===== config.mk =====
export PLATFORM = sky130hd
export DESIGN_NAME = mips_multicycle_sequencer_flat
export DESIGN_NICKNAME = d
export VERILOG_FILES = /design/src/rtl/mips_multicycle_sequencer_if.sv /design/src/rtl/mips_multicycle_sequencer.sv /design/src/flat_wrapper.sv
export SDC_FILE = /design/constraint.sdc
export NUM_CORES = 1
export LEC_CHECK = 0
export CAP_MARGIN = 10
export CORE_AREA = 2 2 77 79
export CTS_BUF_LIST = sky130_fd_sc_hd__clkbuf_8 sky130_fd_sc_hd__clkbuf_16
export CTS_CLUSTER_SIZE = 24
export DETAILED_ROUTE_END_ITERATION = 10
export DIE_AREA = 0 0 79 81
export HOLD_SLACK_MARGIN = 0.02
export PLACE_DENSITY_LB_ADDON = 0.12
export SYNTH_ARGS = -nofsm -noshare
export SYNTH_HDL_FRONTEND = slang
export SYNTH_SLANG_ARGS = --single-unit

===== constraint.sdc =====
create_clock -name clk -period 7.2 [get_ports clk]
set_clock_uncertainty 0.2 [all_clocks]
set_input_delay 1.08 -clock clk [delete_from_list [all_inputs] [get_ports clk]]
set_output_delay 1.08 -clock clk [all_outputs]
set_load 0.05 [all_outputs]

===== src/rtl/mips_multicycle_sequencer_if.sv =====
// mips_multicycle_sequencer_if: decoder/ALU status in, stage enables and sequencer status out.
interface mips_multicycle_sequencer_if;
   logic        start;
   logic        decoder_done;
   logic [3:0]  path_index;
   logic        exit_instruction;
   logic        alu_zero;
   logic        fetch_en;
   logic        decode_en;
   logic        alu_en;
   logic        mem_en;
   logic        wb_en;
   logic        link_wb;
   logic        pc_write;
   logic [1:0]  pc_src;
   logic        busy;
   logic        halted;
   logic        illegal;
   logic [31:0] retired;
   logic [3:0]  state;
   modport master (
      input  start, decoder_done, path_index, exit_instruction, alu_zero,
      output fetch_en, decode_en, alu_en, mem_en, wb_en, link_wb, pc_write, pc_src,
             busy, halted, illegal, retired, state
   );
   modport slave (
      output start, decoder_done, path_index, exit_instruction, alu_zero,
      input  fetch_en, decode_en, alu_en, mem_en, wb_en, link_wb, pc_write, pc_src,
             busy, halted, illegal, retired, state
   );
endinterface


===== src/rtl/mips_multicycle_sequencer.sv =====
// mips_multicycle_sequencer: multicycle control FSM stepping one MIPS instruction through
// fetch/decode/dispatch/exec/mem/wb/pc-update with registered Moore enables.
module mips_multicycle_sequencer #(
   parameter int MULDIV_CYCLES = 8,
   parameter int MEM_LATENCY   = 2
) (
   input  logic                        clk,
   input  logic                        rst,
   mips_multicycle_sequencer_if.master bus
);
   typedef enum logic [3:0] {
      S_IDLE     = 4'd0,
      S_FETCH    = 4'd1,
      S_DECODE   = 4'd2,
      S_DISPATCH = 4'd3,
      S_EXEC     = 4'd4,
      S_MEM      = 4'd5,
      S_WB       = 4'd6,
      S_PCUPD    = 4'd7,
      S_HALT     = 4'd8
   } state_t;
   localparam logic [3:0] P_MF = 4'd0, P_ALU = 4'd1, P_LW = 4'd2, P_SW = 4'd3, P_BEQ = 4'd4,
                          P_J = 4'd5, P_JAL = 4'd6, P_MULDIV = 4'd7, P_JR = 4'd8, P_EXIT = 4'd9;
   state_t     st, nxt;
   logic [7:0] cnt, nxt_cnt;
   logic [3:0] path, nxt_path;
   logic       ill_set, ret_inc;
   logic [1:0] src;
   always_comb begin
      nxt      = st;
      nxt_cnt  = cnt;
      nxt_path = path;
      ill_set  = 1'b0;
      case (st)
         S_IDLE:     nxt = bus.start ? S_FETCH : S_IDLE;
         S_FETCH:    nxt = S_DECODE;
         S_DECODE:   nxt = S_DISPATCH;
         S_DISPATCH: if (bus.decoder_done) begin
            nxt_path = bus.path_index;
            if (bus.exit_instruction || bus.path_index == P_EXIT) nxt = S_HALT;
            else case (bus.path_index)
               P_MF, P_JAL:              nxt = S_WB;
               P_ALU, P_LW, P_SW, P_BEQ: begin nxt = S_EXEC; nxt_cnt = 8'd0; end
               P_MULDIV:                 begin nxt = S_EXEC; nxt_cnt = 8'(MULDIV_CYCLES - 1); end
               P_J, P_JR:                nxt = S_PCUPD;
               default:                  begin nxt = S_HALT; ill_set = 1'b1; end
            endcase
         end
         // cnt holds the remaining extra cycles of a multi-cycle EXEC or MEM phase
         S_EXEC: if (cnt != 8'd0) nxt_cnt = cnt - 8'd1;
            else if (path == P_ALU) nxt = S_WB;
            else if (path == P_LW || path == P_SW) begin nxt = S_MEM; nxt_cnt = 8'(MEM_LATENCY - 1); end
            else nxt = S_PCUPD;
         S_MEM: if (cnt != 8'd0) nxt_cnt = cnt - 8'd1;
            else nxt = (path == P_LW) ? S_WB : S_PCUPD;
         S_WB:    nxt = S_PCUPD;
         S_PCUPD: nxt = bus.start ? S_FETCH : S_IDLE;
         S_HALT:  nxt = S_HALT;
         default: nxt = S_IDLE;
      endcase
   end
   // the exit instruction counts as retired even though it never reaches PC update
   assign ret_inc = (nxt == S_PCUPD) || (st == S_DISPATCH && nxt == S_HALT && !ill_set);
   // beq samples alu_zero on the last EXEC cycle, which is the cycle PCUPD is entered from
   assign src = (nxt_path == P_BEQ) ? {1'b0, bus.alu_zero} :
                (nxt_path == P_J || nxt_path == P_JAL) ? 2'b10 :
                (nxt_path == P_JR) ? 2'b11 : 2'b00;
   assign bus.state = st;
   always_ff @(posedge clk or posedge rst) begin
      if (rst) begin
         st            <= S_IDLE;
         cnt           <= 8'd0;
         path          <= 4'd0;
         bus.fetch_en  <= 1'b0;
         bus.decode_en <= 1'b0;
         bus.alu_en    <= 1'b0;
         bus.mem_en    <= 1'b0;
         bus.wb_en     <= 1'b0;
         bus.link_wb   <= 1'b0;
         bus.pc_write  <= 1'b0;
         bus.pc_src    <= 2'b00;
         bus.busy      <= 1'b0;
         bus.halted    <= 1'b0;
         bus.illegal   <= 1'b0;
         bus.retired   <= 32'd0;
      end else begin
         st            <= nxt;
         cnt           <= nxt_cnt;
         path          <= nxt_path;
         bus.fetch_en  <= nxt == S_FETCH;
         bus.decode_en <= nxt == S_DECODE;
         bus.alu_en    <= nxt == S_EXEC;
         bus.mem_en    <= nxt == S_MEM;
         bus.wb_en     <= nxt == S_WB;
         bus.link_wb   <= nxt == S_WB && nxt_path == P_JAL;
         bus.pc_write  <= nxt == S_PCUPD;
         bus.pc_src    <= (nxt == S_PCUPD) ? src : 2'b00;
         bus.busy      <= nxt != S_IDLE && nxt != S_HALT;
         bus.halted    <= nxt == S_HALT;
         bus.illegal   <= bus.illegal | ill_set;
         bus.retired   <= bus.retired + {31'd0, ret_inc};
      end
   end
endmodule

===== src/flat_wrapper.sv =====
// flat-port wrapper written by rule: the top's interface ports become plain ports
module mips_multicycle_sequencer_flat 
#(
   parameter int MULDIV_CYCLES = 8,
   parameter int MEM_LATENCY   = 2
)
  (clk, rst, bus_start, bus_decoder_done, bus_path_index, bus_exit_instruction, bus_alu_zero, bus_fetch_en, bus_decode_en, bus_alu_en, bus_mem_en, bus_wb_en, bus_link_wb, bus_pc_write, bus_pc_src, bus_busy, bus_halted, bus_illegal, bus_retired, bus_state);
  mips_multicycle_sequencer_if bus_i ();
  input  logic clk;
  input  logic rst;
  input wire logic [$bits(bus_i.start)-1:0] bus_start;
  input wire logic [$bits(bus_i.decoder_done)-1:0] bus_decoder_done;
  input wire logic [$bits(bus_i.path_index)-1:0] bus_path_index;
  input wire logic [$bits(bus_i.exit_instruction)-1:0] bus_exit_instruction;
  input wire logic [$bits(bus_i.alu_zero)-1:0] bus_alu_zero;
  output wire logic [$bits(bus_i.fetch_en)-1:0] bus_fetch_en;
  output wire logic [$bits(bus_i.decode_en)-1:0] bus_decode_en;
  output wire logic [$bits(bus_i.alu_en)-1:0] bus_alu_en;
  output wire logic [$bits(bus_i.mem_en)-1:0] bus_mem_en;
  output wire logic [$bits(bus_i.wb_en)-1:0] bus_wb_en;
  output wire logic [$bits(bus_i.link_wb)-1:0] bus_link_wb;
  output wire logic [$bits(bus_i.pc_write)-1:0] bus_pc_write;
  output wire logic [$bits(bus_i.pc_src)-1:0] bus_pc_src;
  output wire logic [$bits(bus_i.busy)-1:0] bus_busy;
  output wire logic [$bits(bus_i.halted)-1:0] bus_halted;
  output wire logic [$bits(bus_i.illegal)-1:0] bus_illegal;
  output wire logic [$bits(bus_i.retired)-1:0] bus_retired;
  output wire logic [$bits(bus_i.state)-1:0] bus_state;
  assign bus_i.start = bus_start;
  assign bus_i.decoder_done = bus_decoder_done;
  assign bus_i.path_index = bus_path_index;
  assign bus_i.exit_instruction = bus_exit_instruction;
  assign bus_i.alu_zero = bus_alu_zero;
  assign bus_fetch_en = bus_i.fetch_en;
  assign bus_decode_en = bus_i.decode_en;
  assign bus_alu_en = bus_i.alu_en;
  assign bus_mem_en = bus_i.mem_en;
  assign bus_wb_en = bus_i.wb_en;
  assign bus_link_wb = bus_i.link_wb;
  assign bus_pc_write = bus_i.pc_write;
  assign bus_pc_src = bus_i.pc_src;
  assign bus_busy = bus_i.busy;
  assign bus_halted = bus_i.halted;
  assign bus_illegal = bus_i.illegal;
  assign bus_retired = bus_i.retired;
  assign bus_state = bus_i.state;
  mips_multicycle_sequencer #(.MULDIV_CYCLES(MULDIV_CYCLES), .MEM_LATENCY(MEM_LATENCY)) u_core (.clk(clk), .rst(rst), .bus(bus_i));
endmodule

# Word-level counts from Yosys, hierarchy flattened

Cells that the tools add are included.
Widths: inputs -> output; s select.

Register bits: 60
Input bits: 10
Output and inout port bits: 48
Word-level logic and storage cells: 105

Add/sub/neg operators: 2
Equality and inequality tests: 38
Muxes and demuxes: 28
Bitwise operators: 1
Reductions and logical operators: 21

Operators by type and width:

| kind                | number |
|---|---|
| $eq 4x3->1 const B  | 15 |
| $mux 8              | 6 |
| $add 32x1->32       | 1 |
| $pmux 4 s8          | 1 |
| $eq 4x2->1 const B  | 7 |
| $mux 4              | 7 |
| $pmux 8 s3          | 1 |
| $eq 4x4->1 const B  | 5 |
| $eq 4x1->1 const B  | 4 |
| $pmux 8 s2          | 1 |
| $pmux 4 s3          | 1 |
| $mux 2              | 5 |
| $reduce_or 9->1     | 1 |
| $logic_not 4->1     | 2 |
| $reduce_bool 8->1   | 1 |
| $sub 8x1->8 const B | 1 |
| $reduce_and 7->1    | 1 |
| $mux 1              | 6 |
| $reduce_or 2->1     | 3 |
| $reduce_or 5->1     | 1 |
| $logic_and 1x1->1   | 4 |
| $logic_or 1x1->1    | 4 |
| $ne 2x2->1 const B  | 2 |
| $ne 4x4->1 const B  | 1 |
| 9 further kinds     | 9 |

# Longest topological paths before layout

Gate-level depths: netlist (run 1).

Depth after elaboration: 11
Mapped depth: 13
Gate-level depth less buffers: 13

# Worst setup path before layout (run 1)

Ideal clock, no wire load.

Path kind: in2reg
From: input port bus_decoder_done
To: register u_core.bus.retired[16] (netlist name)
Library setup time: 0.141 ns
Arrival time: 3.372 ns
Required time: 6.859 ns
Setup slack: 3.487 ns
Stages on the path: 11
Path buffers: 1
Path through: clkbuf_1 > or3b_2 > o22ai_1 > a2111oi_4 > o21ai_1 > ha_1 > ha_1 > nand3_1 > nor2_1 > nand4_1 > xnor2_1

Cells in the longest elaborated chain, start to end: 7
Elaborated cells between the ends (all ways): 11
Those cells by class: add/sub (1); eq/ne (2); mux (4); reduce/logical (4)

Ends and longest elaborated chain:

| what                           | line                               | RTL |
|---|---|---|
| start: declaration             | flat_wrapper.sv:12                 | `input wire logic [$bits(bus_i.decoder_done)-1:0] bus_decoder_done;` |
| $mux 4                         | mips_multicycle_sequencer.sv:38    | `S_DISPATCH: if (bus.decoder_done) begin` |
| $pmux 4 s8                     | mips_multicycle_sequencer.sv:34    | `case (st)` |
| $eq 4x4->1                     | mips_multicycle_sequencer.sv:63    | `assign ret_inc = (nxt == S_PCUPD) \|\| (st == S_DISPATCH && nxt == S_HALT && !ill_set);` |
| $logic_and 1x1->1 (2 in a row) | mips_multicycle_sequencer.sv:63    |  |
| $logic_or 1x1->1 (*)           | mips_multicycle_sequencer.sv:63    |  |
| $add 32x1->32 (*)              | mips_multicycle_sequencer.sv:101   | `bus.retired <= bus.retired + {31'd0, ret_inc};` |
| end signal: assignment         | mips_multicycle_sequencer.sv:101   |  |
| end: declaration               | mips_multicycle_sequencer_if.sv:24 | `busy, halted, illegal, retired, state` |

Every way passes the cells marked *; elsewhere a longest branch is shown, timed or not.
A chain may end at the register's enable or synchronous reset.

# Final worst setup path (run 1)

From: input port bus_path_index[1]
To: register u_core.bus.retired[18] (netlist name)

Cells in the longest elaborated chain, start to end: 11
Elaborated cells between the ends (all ways): 30
Those cells by class: add/sub (1); eq/ne (11); mux (8); reduce/logical (10)

Ends and longest elaborated chain:

| what                                                                | line                             | RTL |
|---|---|---|
| start: declaration                                                  | flat_wrapper.sv:13               | `input wire logic [$bits(bus_i.path_index)-1:0] bus_path_index;` |
| $eq 4x1->1 (tied with other cells)                                  | mips_multicycle_sequencer.sv:41  | `else case (bus.path_index)` |
| $reduce_or 5->1 (no line) / $reduce_or 2->1 (equally long branches) | --                               |  |
| $pmux 4 s3                                                          | mips_multicycle_sequencer.sv:41  |  |
| $mux 4 (*)                                                          | mips_multicycle_sequencer.sv:40  | `if (bus.exit_instruction \|\| bus.path_index == P_EXIT) nxt = S_HALT;` |
| $mux 4 (*)                                                          | mips_multicycle_sequencer.sv:38  |  |
| $pmux 4 s8 (*)                                                      | mips_multicycle_sequencer.sv:34  |  |
| named net u_core.nxt[2]                                             | mips_multicycle_sequencer.sv:24  | `state_t st, nxt;` |
| $eq 4x4->1                                                          | mips_multicycle_sequencer.sv:63  |  |
| $logic_and 1x1->1 (2 in a row)                                      | mips_multicycle_sequencer.sv:63  |  |
| $logic_or 1x1->1 (*)                                                | mips_multicycle_sequencer.sv:63  |  |
| $add 32x1->32 (*)                                                   | mips_multicycle_sequencer.sv:101 |  |

Mark *: on every way through the listed nets, which the timed path passes. The rest lies on a longest branch.

==> results of run 1 <==
==> area by class of cell <==
type | instances | area [µm²] | share of cell area
Multi-Input combinational cell | 196 | 1410 | 0.368
Tap cell | 75 | 93.8 | 0.0244
Sequential cell | 60 | 1500 | 0.391
Clock inverter | 7 | 67.6 | 0.0176
Inverter | 17 | 63.8 | 0.0166
Timing Repair Buffer | 58 | 578 | 0.150
Clock buffer | 9 | 124 | 0.0322
==> critical path, cell delays in order <==
cell             delay, ps
clkdlybuf4s50_1        590
o31a_1                 390
nor2_1                 160
a31oi_2                250
inv_1                  190
o21ai_2                120
o21ai_1                170
ha_1                   250
ha_1                   250
nand3_1                170
nor2_1                 320
and3_1                 230
xor2_1                 150
==> layout by cell type, fill, tap and decap left out, drive strengths merged, types with 2 or more instances in the layout <==
cell           instances
clkbuf                 9
nor4b                  2
nand3                 19
mux2i                  6
and3                  10
clkinvlp               3
and4                   3
ha                     3
or3b                   2
mux2                   4
nor4                   6
a21oi                  8
nand2                 17
xnor2                 23
o32ai                  2
a2111oi                2
nand4                  4
o221ai                 2
nor3                  10
or3                    2
nor3b                  3
a31oi                  4
clkdlybuf4s50         57
nand2b                 5
and2                   3
xor2                  10
inv                   17
nor2                  17
o21ai                  6
clkinv                 3
dfrtp                 60
nor2b                  3
==> registers in the layout, summed over array words and instances, names as in the netlist, 2 cells and up <==
signal and count:
u_core.bus.pc_src 2, u_core.bus.retired 32, u_core.bus.state 4, u_core.cnt 8, u_core.path 4
==> metrics by stage <==
stage / util / setup slack (ps) / instance area [µm²]
global route: 0.677 / 2630 / 3840
global placement: 0.643 / 2780 / 3650
finish: 0.677 / 2920 / 3840
floorplan: - / 3490 / 3040
detailed placement: 0.643 / 2660 / 3650
CTS: 0.677 / 2990 / 3840
==> where the power goes <==
part	internal (mW)	switching [mW]
Combinational	0.192	0.331
Sequential	0.399	0.0808
Clock	0.158	0.136
==> how the worst max path moves through the flow <==
stage | end | slack (ps) | start
after floorplan | u_core.bus.retired[16] | 3490 | bus_decoder_done
after global placement | u_core.bus.retired[26] | 2780 | bus_path_index[2]
after detailed placement | u_core.bus.retired[18] | 2660 | bus_path_index[1]
after CTS | u_core.bus.retired[18] | 2990 | bus_path_index[1]
after global routing | u_core.bus.retired[18] | 2630 | bus_path_index[1]
final | u_core.bus.retired[18] | 2920 | bus_path_index[1]
==> metal layers <==
layer	vias to the layer above	part of all wire	track usage
met5	-	0	0
met4	0	0.0075	0.0897
met3	4	0.034	0.0333
met2	47	0.52	0.356
met1	1140	0.44	0.270
li1	1134	-	-
==> cells by family after synthesis <==
logic type	Yosys count	synth area share
and+or+nand+nor	111	0.213
DFF	60	0.494
AOI/OAI and AO/OA	39	0.110
xor gates and xnor gates	33	0.0952
buffers and inverters	27	0.0404
muxes	10	0.0346
adders and majority gates	3	0.0124
==> metrics, run 1 <==
Routed Antenna Nets 0; antenna violations before repair 0; Synth top area share 0.494; share of cells above drive strength 1 0.0980; hold_ws 266 ps; # placed instances 406; grt total ovfl 0; Post-route DRC 0; Starting Density 0.535; Ports 58; Startpoint Class primary input; count leader, synth dfrtp_1; worst skew pair latency 330 ps; Cell Area, Synth 3040 µm²; RR Endpoint u_core.bus.retired[18]; Mapped Cells 283; final WL 6240 µm; Die Wd 79 µm; number of nets in the layout 355; Inserted Clock Buffers 9; min Tclk post-route 4280 ps; Leak 1.65 nW; Yosys reg bits 60; total global-route track usage 0.210; Syn. warnings 0; final-report setup violation count 0; ranking of synthesized cells by area dfrtp_1, xnor2_1, nand3_1; relative slew slack 0.513; Power Total 1.30 mW; RSZ-0062 raised after global routing false; Final HPWL DP 4390 µm; Critical Path End Type flop; fillers 434; CTS tree yes; min-delay src u_core.bus.retired[31]; reg-to-reg critical path startpoint u_core.cnt[0]; CTS clock-pin slew for the worst setup and hold paths 70 ps; Die Ht 81 µm; CTS hold repair buffers 0; row cnt 28; Hold Path Class flop to flop; Peak VDD IR 0.222 mV; R2R Setup Slk 3510 ps; Avg WL per Cell 14.8 µm; Max Cap Viol 0; drt pass-1 iters 4; Antenna diodes 0; R2R cell count 13; hold path endpoint u_core.bus.retired[31]; clock buffer depth 2; number of clock sinks 60; Initial DRC Count 156; post-synth cell types 65; part of the cycle the worst path needs 0.595; Cell Pwr Density 338 nW/µm²; WS Path Type primary input to flop; post-synthesis sequential area ratio 0.494; status completed; Post-synth top cells dfrtp_1, xnor2_1, nand3_1; number of enable flip-flop cells after synthesis 0; Setup Fix Bufs, Post-CTS 0; Non-Filler Instances 422; ys async rst share 1.00; average cell area after synthesis 10.7 µm²; cts repair resizes 0; fmax 0.234 GHz; Fin. Hold Viols 0; Syn Nets 296; Req. time, crit path 7250 ps; Clock Tree Root clkbuf_8; critical-path maximum fanout 10; Synth Flop Type dfrtp_1; hold path cells 1; first-pass GRT wire length 10,400 µm; IO Port Bufs 57; die area 6400 µm²; Worst-Margin Slew 731 ps; cell taking the most area after synthesis dfrtp_1; Slew Limit Fails 0; Setup TNS 0 ps; total core area 5680 µm²; routed vias 2,325; DR vias/cell 5.51; RePlAce Congestion 0.864; number of global-route vias before repair 2,196; Area growth syn-to-layout 26.5%; H-tree levels 3; maximum number of pins on one net before global-route repair 61; CP arrival 4330 ps
Note: power is estimated with default switching activity, not from simulation.
==> run 2, diff against run 1 <==
--- a/config.mk
+++ b/config.mk
@@ -6,11 +6,11 @@
 export NUM_CORES = 1
 export LEC_CHECK = 0
 export CAP_MARGIN = 10
-export CORE_AREA = 2 2 77 79
+export CORE_AREA = 2 2 80 82
 export CTS_BUF_LIST = sky130_fd_sc_hd__clkbuf_8 sky130_fd_sc_hd__clkbuf_16
 export CTS_CLUSTER_SIZE = 24
 export DETAILED_ROUTE_END_ITERATION = 10
-export DIE_AREA = 0 0 79 81
+export DIE_AREA = 0 0 82 84
 export HOLD_SLACK_MARGIN = 0.02
 export PLACE_DENSITY_LB_ADDON = 0.12
 export SYNTH_ARGS = -nofsm -noshare
==> constraint.sdc (replaced) <==
create_clock -name clk -period 4.5 [get_ports clk]
set_clock_uncertainty 0.2 [all_clocks]
set_input_delay 0.675 -clock clk [delete_from_list [all_inputs] [get_ports clk]]
set_output_delay 0.675 -clock clk [all_outputs]
set_load 0.05 [all_outputs]
==> run 2 against run 1 <==
First-iteration DRC count shrank 58%. Critical path depth did not move. Global-route usage down 1.1 points. Die area rose by 7.6%. Final area is 1.6% higher. Cell count is 0.47% higher. Sequential power increased by 60%. Total power rose by 70%. Non-clock buffer count unchanged. Critical path type unchanged. Via count decreased by 0.13%.
==> metrics, run 2 (synthesis results as in run 1) <==
status completed; share of cells above drive strength 1 0.0951 (-0.00288); Ports 58 (unchanged); max FFs per register 32 (unchanged); reg-to-reg critical path startpoint u_core.cnt[0]; drt pass-1 iters 4 (unchanged); first-pass GRT wire length 10,500 µm (+0.99%); Final HPWL DP 4520 µm (+3.2%); DR vias/cell 5.48 (-0.60%); Clock Tree Root clkbuf_8; IO Port Bufs 57 (unchanged); Initial DRC Count 66 (-58%); number of global-route vias before repair 2,256 (+2.7%); Leak 1.69 nW (+2.4%); CTS tree yes; min Tclk post-route 3780 ps; Routed Antenna Nets 0 (unchanged); fillers 493 (+14%); Largest Register u_core.bus.retired; die area 6890 µm² (+7.6%); Req. time, crit path 4560 ps (-2690 ps); routed vias 2,322 (-0.13%); final WL 6230 µm (-0.11%); maximum number of pins on one net before global-route repair 35 (-43%); Die Ht 84 µm (+3.7%); hold path endpoint u_core.bus.retired[31]; commonest non-fill, non-tap cell in the layout dfrtp_1; CTS hold repair buffers 0 (unchanged); R2R Setup Slk 810 ps (-2700 ps); R2R cell count 13 (unchanged); row cnt 29 (+3.6%); min-delay src u_core.bus.retired[31]; Max Cap Viol 0 (unchanged); clock buffer depth 2 (unchanged); worst skew pair latency 340 ps (about the same); Starting Density 0.498 (-0.0369); Avg WL per Cell 14.7 µm (-0.58%); RR Endpoint u_core.bus.retired[30]; Die Wd 82 µm (+3.8%); H-tree levels 3 (unchanged); Worst-Margin Slew 697 ps (-33.5 ps); Cell Pwr Density 566 nW/µm² (+68%); top flop regs u_core.bus.retired (32), u_core.cnt (8); Slew Limit Fails 0 (unchanged); final-report setup violation count 0 (unchanged); antenna violations before repair 0 (unchanged); Antenna diodes 0 (unchanged); Post-route DRC 0 (unchanged); number of clock sinks 60 (unchanged); Post-DP Area 3650 µm² (about the same); Inserted Clock Buffers 9 (unchanged); number of nets in the layout 355 (unchanged); RSZ-0062 raised after global routing false; critical-path maximum fanout 10 (unchanged); Startpoint Class primary input; Hold Path Class flop to flop; Setup Fix Bufs, Post-CTS 0 (unchanged); post-route cell area 3900 µm² (+1.6%); grt total ovfl 0 (unchanged); CP arrival 3840 ps (-490 ps); relative slew slack 0.531 (+0.0181); part of the cycle the worst path needs 0.839; total core area 6100 µm² (+7.4%); most frequent cells in the layout dfrtp_1, clkdlybuf4s50_1, xnor2_1; hold path cells 1 (unchanged); fmax 0.265 GHz; total global-route track usage 0.200 (-0.0106); CTS clock-pin slew for the worst setup and hold paths 70 ps (about the same); Fin. Hold Viols 0 (unchanged); RePlAce Congestion 0.837 (-3.2%); cts repair resizes 0 (unchanged); Area growth syn-to-layout 28.5%; Peak VDD IR 0.358 mV (+61%); Setup TNS 0 ps (unchanged); Critical Path End Type flop; WS Path Type primary input to flop
## run 2: through the flow
step            util  hold slack (ps)  std cells  setup slack, ps  total power, mW
2_1_floorplan      -              299        283             1070             1.39
3_3_place_gp   0.599              249        408              457             1.61
3_5_place_dp   0.599              258        408              399             1.61
4_1_cts        0.640              271        424              732             2.23
5_1_grt        0.640              298        424              404             2.33
6_report       0.640              268        424              723             2.21
## run 2: cell type report
type / instances / area, µm² / share of cell area
multi-input combinational: 196 / 1410 / 0.362
sequential: 60 / 1500 / 0.385
tap: 77 / 96.3 / 0.0247
timing repair buffer: 58 / 578 / 0.148
clock inverter: 5 / 98.8 / 0.0253
inverter: 17 / 63.8 / 0.0164
clock buffer: 11 / 151 / 0.0388
## run 2: power by group
| group | internal, mW | switching (mW) |
|---|---|---|
| logic | 0.308 | 0.530 |
| registers | 0.639 | 0.127 |
| clock network | 0.395 | 0.210 |
| total | 1.34 | 0.868 |
## run 2: worst max-delay path: stages
cell and delay (ps):
clkdlybuf4s50_1 570, o31a_1 380, nor2_1 140, a31oi_2 240, inv_1 180, o21ai_2 110, o21ai_1 160, ha_1 250
ha_1 250, and3_1 270, nand4_1 220, nor3_1 250, xnor2_1 150
## run 2: worst max path at each step
stage | from | end
after CTS | bus_path_index[1] | u_core.bus.retired[30]
after floorplan | u_core.bus.state[2] | u_core.bus.retired[16]
after global routing | bus_path_index[1] | u_core.bus.retired[30]
final | bus_path_index[1] | u_core.bus.retired[30]
after global placement | bus_path_index[0] | u_core.bus.retired[26]
after detailed placement | bus_path_index[1] | u_core.bus.retired[18]
## run 2: layer usage
metal  track usage  wire length, µm
met5             0                0
met4        0.0924              136
met3        0.0325              194
met2         0.320             3120
met1         0.261             2790
